File: src/rtl/vga_pkg.sv
// Shared VGA geometry, cursor-scheduler enums and the keypad accumulator helper.
package vga_pkg;

  localparam int HOR_PIXELS = 800;
  localparam int VER_PIXELS = 600;

  // Keypad accumulators are 13 b signed and saturate symmetrically.
  localparam int ACC_W   = 13;
  localparam int ACC_MAX = 4095;

  typedef enum logic {
    SRC_MOUSE = 1'b0,
    SRC_KEY   = 1'b1
  } cursor_src_t;

  typedef enum logic [1:0] {
    ACTIVE = 2'd0,
    COMMIT = 2'd1,
    BLANK  = 2'd2
  } sched_state_t;

  function automatic logic signed [ACC_W-1:0] acc_add(
    input logic signed [ACC_W-1:0] acc,
    input logic signed [7:0]       step
  );
    logic signed [ACC_W:0] sum;
    sum = {acc[ACC_W-1], acc} + {{(ACC_W-7){step[7]}}, step};
    if (sum > (ACC_W+1)'(ACC_MAX))
      return ACC_W'(ACC_MAX);
    else if (sum < -(ACC_W+1)'(ACC_MAX))
      return -ACC_W'(ACC_MAX);
    else
      return sum[ACC_W-1:0];
  endfunction

endpackage

File: src/rtl/cursor_sat_add.sv
// Adds a signed keypad delta to an unsigned coordinate and clamps to [0, LIMIT-1].
module cursor_sat_add
  import vga_pkg::*;
#(
  parameter int LIMIT = HOR_PIXELS
) (
  input  logic        [11:0]      base,
  input  logic signed [ACC_W-1:0] delta,
  output logic        [11:0]      result
);

  localparam logic signed [ACC_W:0] MAX_S = (ACC_W+1)'(LIMIT - 1);

  logic signed [ACC_W:0] sum;

  // NOTE: every signal written here gets a value on every path, so no latch is inferred.
  always_comb begin
    sum    = $signed({2'b00, base}) + $signed({delta[ACC_W-1], delta});
    result = sum[11:0];
    if (sum < 0)
      result = '0;
    else if (sum > MAX_S)
      result = MAX_S[11:0];
  end

endmodule

File: src/rtl/cursor_frame_sched.sv
// Per-frame cursor scheduler: collects mouse/keypad requests and commits one winner at vblnk rise.
module cursor_frame_sched
  import vga_pkg::*;
#(
  parameter int H_PIX       = HOR_PIXELS,
  parameter int V_PIX       = VER_PIXELS,
  parameter int IDLE_FRAMES = 300
) (
  input  logic               clk40MHz,
  input  logic               rst,
  input  logic               vblnk,
  input  logic               m_valid,
  input  logic        [11:0] m_xpos,
  input  logic        [11:0] m_ypos,
  input  logic               k_valid,
  input  logic signed [7:0]  k_dx,
  input  logic signed [7:0]  k_dy,
  output logic        [11:0] x_start,
  output logic        [11:0] y_start,
  output logic               cursor_en,
  output logic               src_last,
  output logic               commit_tick
);

  localparam int IDLE_W = (IDLE_FRAMES < 1) ? 1 : $clog2(IDLE_FRAMES + 1);
  localparam logic [IDLE_W-1:0] IDLE_MAX  = IDLE_W'(IDLE_FRAMES);
  localparam logic [IDLE_W-1:0] IDLE_LAST = (IDLE_FRAMES == 0) ? '0 : IDLE_W'(IDLE_FRAMES - 1);
  localparam logic [11:0] X_MAX = 12'(H_PIX - 1);
  localparam logic [11:0] Y_MAX = 12'(V_PIX - 1);

  sched_state_t state_q, state_d;
  cursor_src_t  src_q;

  logic                    vblnk_q;
  logic                    m_pend, k_pend;
  logic [11:0]             m_x, m_y;
  logic signed [ACC_W-1:0] acc_x, acc_y;
  logic signed [ACC_W-1:0] acc_x_base, acc_y_base;
  logic [IDLE_W-1:0]       idle_cnt;
  logic [11:0]             key_x, key_y;
  logic                    in_commit;

  assign in_commit = (state_q == COMMIT);
  assign src_last  = src_q;

  cursor_sat_add #(.LIMIT(H_PIX)) u_sat_x (
    .base   (x_start),
    .delta  (acc_x),
    .result (key_x)
  );

  cursor_sat_add #(.LIMIT(V_PIX)) u_sat_y (
    .base   (y_start),
    .delta  (acc_y),
    .result (key_y)
  );

  always_comb begin
    state_d = state_q;
    unique case (state_q)
      ACTIVE:  if (vblnk && !vblnk_q) state_d = COMMIT;
      COMMIT:  state_d = BLANK;
      BLANK:   if (!vblnk) state_d = ACTIVE;
      default: state_d = BLANK;
    endcase
  end

  // The commit consumes (or drops) the accumulators, so a step arriving that cycle starts from zero.
  always_comb begin
    acc_x_base = in_commit ? '0 : acc_x;
    acc_y_base = in_commit ? '0 : acc_y;
  end

  // NOTE: sequential state uses non-blocking assignments so every register samples pre-edge values.
  always_ff @(posedge clk40MHz) begin
    if (rst) begin
      // Resetting into BLANK means a vblnk already high at reset release must fall and rise again.
      state_q     <= BLANK;
      vblnk_q     <= 1'b0;
      m_pend      <= 1'b0;
      k_pend      <= 1'b0;
      m_x         <= '0;
      m_y         <= '0;
      acc_x       <= '0;
      acc_y       <= '0;
      idle_cnt    <= '0;
      x_start     <= 12'(H_PIX / 2);
      y_start     <= 12'(V_PIX / 2);
      cursor_en   <= 1'b1;
      src_q       <= SRC_MOUSE;
      commit_tick <= 1'b0;
    end else begin
      state_q     <= state_d;
      vblnk_q     <= vblnk;
      commit_tick <= 1'b0;

      m_pend <= m_valid | (m_pend & ~in_commit);
      if (m_valid) begin
        m_x <= m_xpos;
        m_y <= m_ypos;
      end

      k_pend <= k_valid | (k_pend & ~in_commit);
      acc_x  <= k_valid ? acc_add(acc_x_base, k_dx) : acc_x_base;
      acc_y  <= k_valid ? acc_add(acc_y_base, k_dy) : acc_y_base;

      if (in_commit) begin
        if (m_pend || k_pend) begin
          commit_tick <= 1'b1;
          cursor_en   <= 1'b1;
          idle_cnt    <= '0;
          if (m_pend) begin
            x_start <= (m_x > X_MAX) ? X_MAX : m_x;
            y_start <= (m_y > Y_MAX) ? Y_MAX : m_y;
            src_q   <= SRC_MOUSE;
          end else begin
            x_start <= key_x;
            y_start <= key_y;
            src_q   <= SRC_KEY;
          end
        end else begin
          if (idle_cnt != IDLE_MAX)
            idle_cnt <= idle_cnt + 1'b1;
          if (IDLE_FRAMES != 0 && idle_cnt >= IDLE_LAST)
            cursor_en <= 1'b0;
        end
      end
    end
  end

endmodule
File: config.mk
export PLATFORM = sky130hd
export DESIGN_NAME = cursor_frame_sched
export DESIGN_NICKNAME = d
export VERILOG_FILES = /design/src/rtl/vga_pkg.sv /design/src/rtl/cursor_sat_add.sv /design/src/rtl/cursor_frame_sched.sv
export SDC_FILE = /design/constraint.sdc
export NUM_CORES = 1
export LEC_CHECK = 0
export BUFFER_PORTS_ARGS = -buffer_cell sky130_fd_sc_hd__buf_2
export CORE_ASPECT_RATIO = 0.7
export CORE_MARGIN = 2
export CORE_UTILIZATION = 55
export CTS_CLUSTER_DIAMETER = 120
export DETAILED_ROUTE_END_ITERATION = 8
export PLACE_DENSITY = 0.75
export SETUP_SLACK_MARGIN = 0.2
export SLEW_MARGIN = 25
export SYNTH_ARGS = -nofsm -noshare
export SYNTH_HDL_FRONTEND = slang
export SYNTH_HIERARCHICAL = 1
export SYNTH_SLANG_ARGS = --single-unit
export TNS_END_PERCENT = 50
File: constraint.sdc
create_clock -name clk40MHz -period 6.4 [get_ports clk40MHz]
set_input_delay 0.96 -clock clk40MHz [delete_from_list [all_inputs] [get_ports clk40MHz]]
set_output_delay 0.96 -clock clk40MHz [all_outputs]
set_load 0.005 [all_outputs]
Word-level counts from Yosys, hierarchy flattened
Cells that the tools add are included.

operators by class
  add/sub/neg operators = 5
  $lt $le $gt $ge = 11
  eq/ne operators = 5
  muxes and demuxes = 25
  bitwise logic cells = 5
  reduce and logical (&&, ||, !) cells = 11

operators by type and width
  kind                    count
  $mux W13                8
  $mux W12                8
  $add A13 B13 Y14        2
  $add A13 B8 Y14         2
  $gt A14 B11 Y1 const B  2
  $gt A14 B13 Y1 const B  2
  $lt A14 B1 Y1 const B   2
  $lt A14 B13 Y1 const B  2
  $gt A12 B10 Y1 const B  2
  $mux W9                 2
  $add A9 B1 Y9 const B   1
  $ge A9 B9 Y1 const B    1
  $ne A9 B9 Y1 const B    1
  $reduce_and A2 Y1       4
  $mux W1                 4
  $mux W2                 2
  $ne A2 B2 Y1 const B    2
  $pmux W2 S2             1
  $reduce_bool A2 Y1      2
  $and A1 B1 Y1           2
  $eq A2 B1 Y1 const B    1
  $eq A2 B2 Y1 const B    1
  $logic_not A2 Y1        1
  $or A1 B1 Y1            2
  other kinds (5)         5

word-level totals
  register bits = 91
  input bits = 45
  output and inout bits = 27
  word-level logic and storage cells = 76

Logic depth before layout (Yosys ltp)
  word-level depth = 7
  gate-level depth with buffers = 15
  gate-level depth less buffers = 13

Hierarchy
The synthesis kept the hierarchy.

by module, submodules not included
  module                    times used  cells each  area each (um^2)  seq. area each (um^2)
  cursor_frame_sched        1           640         5377.7            1821.7
  cursor_sat_add (u_sat_y)  1           128         924.6             0.0
  cursor_sat_add (u_sat_x)  1           95          694.4             0.0

Worst setup path after synthesis
OpenSTA, ideal clock, no wires.

  path kind = reg2reg
  from = reg state_q[1]
  to = reg acc_x[10]
  setup time = 0.133 ns
  arrival time = 3.261 ns
  required time = 6.267 ns
  slack = 3.006 ns
  cell stages (with the launch flop) = 16
  path buffers = 2
  period minus slack after synthesis = 3.394 ns
  path through = dfxtp_1 > nand2b_1 > clkbuf_1 > clkbuf_1 > and2_1 > ha_1 > inv_1 > fa_1 > nor2b_4 > o2111a_1 > o31a_1 > or3_1 > a2111oi_0 > nand4b_1 > a21oi_1 > nor4_1

on the way
  longest elaborated chain between the ends = 7
  elaborated cells between the ends (all ways) = 8
  classes of those cells = 1 x add/sub; 2 x order compare; 1 x eq/ne; 4 x mux

ends and longest elaborated chain
  element                 RTL line                   text
  from (decl)             cursor_frame_sched.sv:31   sched_state_t state_q, state_d;
  from (signal assigned)  cursor_frame_sched.sv:93   state_q <= state_d;
  $eq A2 B1 Y1 (*)        cursor_frame_sched.sv:43   assign in_commit = (state_q == COMMIT);
  $mux W13 (*)            cursor_frame_sched.sv:70   acc_x_base = in_commit ? '0 : acc_x;
  $add A13 B8 Y14         vga_pkg.sv:27              sum = {acc[ACC_W-1], acc} + {{(ACC_W-7){step[7]}}, step};
  $lt A14 B13 Y1          vga_pkg.sv:30              else if (sum < -(ACC_W+1)'(ACC_MAX))
  $mux W13                vga_pkg.sv:30
  $mux W13                vga_pkg.sv:28              if (sum > (ACC_W+1)'(ACC_MAX))
  $mux W13 (*)            cursor_frame_sched.sv:104  acc_x <= k_valid ? acc_add(acc_x_base, k_dx) : acc_x_base;
  to (signal assigned)    cursor_frame_sched.sv:104
  to (decl)               cursor_frame_sched.sv:37   logic signed [ACC_W-1:0] acc_x, acc_y;

Mark *: on every way between the ends. The rest lies on a longest branch, timed or not.
A chain may end at the register's enable or synchronous reset.

Worst setup path after layout
  from = reg state_q[1]
  to = reg acc_x[7]

The elaborated chain is that of the path after synthesis.

==> metrics list <==
* Worst-margin pin slew: 0.8845 ns
- Hold worst-path end: y_start[2]
- Primary flip-flop cell chosen by synthesis mapping: sky130_fd_sc_hd__dfxtp_1
- Detail Placement HPWL: approximately 13000 µm
* Number of design rule violations left after detail routing: 0
- Cells with a size suffix above 1 make up approximately an eighth of the layout.
* Simple-gate portion of the synthesized area: 22.01%
- Entering global routing, the biggest net connects between 80 and 90 pins.
- In the routed layout, each cell is associated on average with a via count of around 6.
- Unique masters post-synth: 90
* Leading cell types in the layout, fill and taps excluded: sky130_fd_sc_hd__nor2_1 (105), sky130_fd_sc_hd__dfxtp_1 (91), sky130_fd_sc_hd__buf_2 (71)
- The flow ran to the end, and the final reports show no timing, DRC or antenna violations.
- Synthesis inferred 91 register bits.
* Largest delay share family, worst path: compound AO/OA/AOI/OAI gates
- Wire length of the first global-routing pass: between 20000 and 30000 µm
* Synthesized-area fraction occupied by xor and xnor cells: ~4.6%
- Summed over all instances, the cell type with the most area after synthesis is sky130_fd_sc_hd__dfxtp_1.
- The tree is rooted in a sky130_fd_sc_hd__clkbuf_16.
- Max-cap violations: 0
- Setup violations remaining at the end of the flow were counted as 0.
- First-pass iteration count of the detailed router: 6
* Share of cell area taken by muxes after synthesis: between 4 and 5%
- Worst-path fanout max: 32
- CTS tree: built
- In this run the critical register-to-register path is launched from state_q[1].
- For the worst setup path, the data arrival time is 3.97 ns.
* Smallest hold slack: 0.4549 ns
- Derived from the worst setup path, the maximum achievable clock frequency is about 260 MHz.
- The via count of the first global-routing pass was 5610.
* Post-Synthesis Mean Instance Area: between 8 and 9 µm²
- The routed layout has around 6500 vias.
* Relative max-transition margin: between 40% and 50%
* Postcts setup bufs: 0
- Post-synthesis cell count: 863
* Count of nets after finishing: 1008
- Dominant combinational cell family by area after synthesis: compound AO/OA/AOI/OAI gates
* Area growth, synth to finish: 10.16%
- In this run the static leakage power is 3.390 nW.
- The H-tree generated during clock tree synthesis spans 3 levels.
- Busiest metal layer after global routing: met1
- Post-CTS Resized: 0
- Critical Path End Type: register
- The die covers 13650 µm².
* Cells taking the most area after synthesis: sky130_fd_sc_hd__dfxtp_1 (26%), sky130_fd_sc_hd__ha_1 (9.3%), sky130_fd_sc_hd__nor2_1 (5.6%)
- For this configuration, the core starts out at a cell density of 56.33%.
* CORE AREA: 12420 µm²
- Setup repair after global routing left no endpoint under its margin.
- The die is 138.8 µm wide.
* Slack of the worst reg-to-reg path: ~2.6 ns
- Synth async-reset ratio: 0%
* Number of enable-type register cells in the synthesized netlist: 0
- Crit Path Category: reg -> reg
* Adder and majority cell fraction of the synthesized area: 11.48%
* Cell count of the worst reg-to-reg path: 11
- The slowest stage of the critical path belongs to the cell sky130_fd_sc_hd__a2111oi_1.
- Worst stage delay on the critical path: 0.50 ns
* GR met1 Demand/Resource: a little over two fifths
* Hold crit path type: reg -> reg
- Post-CTS Hold Fix Bufs: 0
- Final count of hold timing violations: 0
- Antenna violations before repair: 0
- Critical path's most frequent cell: sky130_fd_sc_hd__and2_1
* Grt ovf: 0
- Max-slew violation count: 0
- Met2 track demand over resource in global routing: between 30 and 40%
- Number of I/O pins: 72
- The congestion estimate from routability-driven global placement came to 0.9288.
* Req. time, crit path: around 6.6 ns
- Share of Yosys cell area claimed by the top area cell type: 26.04%
- All-layer global routing usage: 25.90%
- From bottom edge to top edge, the die measures 98.37 µm.
* Maximum vdd drop: 0.1767 mV
- The startpoint identified for the worst hold timing path is m_y[2].
* Clock Skews: 0.004894 ns
* Number of nets still failing antenna checks after routing: 0
- The signal on the critical path passes through nand2b_2 > and2_1 > ha_1 > a21o_1 > a41o_1 > a2111oi_1 > o311ai_1 > and2_1 > maj3_2 > mux2i_1 > nor2_1.
* Buffers and inverters on the worst path: 0
- Seq/Total Area, Yosys: 26.04%
* Violation count after the first detailed-route iteration: 559
* Number of buffers created by CTS: 9
- The endpoint identified for the worst register-to-register timing path is acc_x[7].
- Worst Hold Depth: 2
- Port Buffers: 71
- Startpoint types: register
- In this run the power density over the cells is 264.1 nW/µm².
- Leaving out fill and tap cells, the most frequent cell in the layout is sky130_fd_sc_hd__nor2_1.
* Count of standard-cell rows: 34
- The cell area that synthesis handed to floorplanning was about 7000 µm².
* Compound-Gate Fraction of Synth Area: 26.93%
- Setup TNS: 0 ns
- Later-pin clock latency in the skew report: about 0.34 ns
- Antenna fix cells: 0
- Met3 track demand over resource: 3.874%
- Detail-routed net length per standard cell: 16.32 µm
- Final worst path period share: 58.97%
- Crit path time final: ~3.8 ns
- Yosys printed 6 warnings.
- Clock-pin slew was measured on the worst setup and hold paths at 0.06 ns.
- CTS saw just over 90 sinks.
- Maximum buffer depth of the clock tree: 2
- Final wirelength: 17530 µm
[cells in the mapped netlist, types with 13 or more instances]
cell                       number
sky130_fd_sc_hd__a211oi_1      22
sky130_fd_sc_hd__a21o_1        17
sky130_fd_sc_hd__a21oi_1       64
sky130_fd_sc_hd__and2_1        27
sky130_fd_sc_hd__and3_1        13
sky130_fd_sc_hd__clkbuf_1      32
sky130_fd_sc_hd__dfxtp_1       91
sky130_fd_sc_hd__ha_1          52
sky130_fd_sc_hd__inv_1         32
sky130_fd_sc_hd__mux2i_1       28
sky130_fd_sc_hd__nand2_1       56
sky130_fd_sc_hd__nand3_1       18
sky130_fd_sc_hd__nor2_1       105
sky130_fd_sc_hd__nor3_1        20
sky130_fd_sc_hd__o21ai_0       34
sky130_fd_sc_hd__xnor2_1       14
sky130_fd_sc_hd__xor2_1        21
[tightest hold or removal path: cells and delay by family (launching register included)]
| family | cells | cell delay [ns] |
|---|---|---|
| flip-flops | 1 | 0.31 |
| buffers and inverters | 1 | 0.05 |
| AO/OA/AOI/OAI | 1 | 0.05 |
[sequential cells by signal, summed over array words and instances (netlist names), 2 cells and up]
signal and flops:
m_x 12, m_y 12, y_start 12, acc_y 13
x_start 12, idle_cnt 9, acc_x 13, state_q 2
[power by group]
group,internal (mW),switching [mW]
Sequential,0.607,0.0325
Clock,0.315,0.226
Combinational,0.354,0.501
[logic make-up after synthesis]
group,Yosys count
flip-flops,91
buffers and inverters,76
AND/OR/NAND/NOR,307
XOR/XNOR,36
other,2
AO/OA/AOI/OAI,258
multiplexers,30
adder cells (fa/ha/maj),63
[how the worst max path moves through the flow]
| stage | startpoint | to | slack [ns] | cells after the start |
|---|---|---|---|---|
| 6_report | state_q[1] | acc_x[7] | 2.63 | 11 |
| 5_1_grt | state_q[1] | acc_y[1] | 2.28 | 13 |
| 4_1_cts | state_q[1] | acc_x[10] | 2.36 | 13 |
| 3_5_place_dp | state_q[1] | acc_x[10] | 2.40 | 13 |
| 3_3_place_gp | state_q[1] | acc_y[1] | 2.41 | 13 |
| 2_1_floorplan | state_q[1] | acc_x[10] | 3.01 | 15 |
[area by class of cell]
cell class              instances  area, µm²
multi-input cells             698       4876
fillers                      1119       4715
flip-flops and latches         91       1822
repair buffers                 74      377.9
clock buffers                  11      242.7
well taps                     162      202.7
inverters                      33      123.9
clock inverters                 5      62.56
[per-layer routing]
layer  vias to the layer above  routed length [µm]
li1                       3288                   -
met1                      3021                9624
met2                       227                6614
met3                        11                1154
met4                         0                 132
met5                         -                   0
[metrics by stage]
stage	power [mW]	cells	utilization [%]	instance area (µm²)	setup slack, ns
2_1_floorplan	1.315	865	-	7004	3.006
3_3_place_gp	1.480	1058	59.53	7395	2.413
3_5_place_dp	1.484	1058	59.57	7400	2.399
4_1_cts	2.023	1074	62.03	7705	2.362
5_1_grt	2.171	1074	62.05	7707	2.282
6_report	2.035	1074	62.05	7707	2.626
Note: power is estimated with default switching activity, not from simulation.
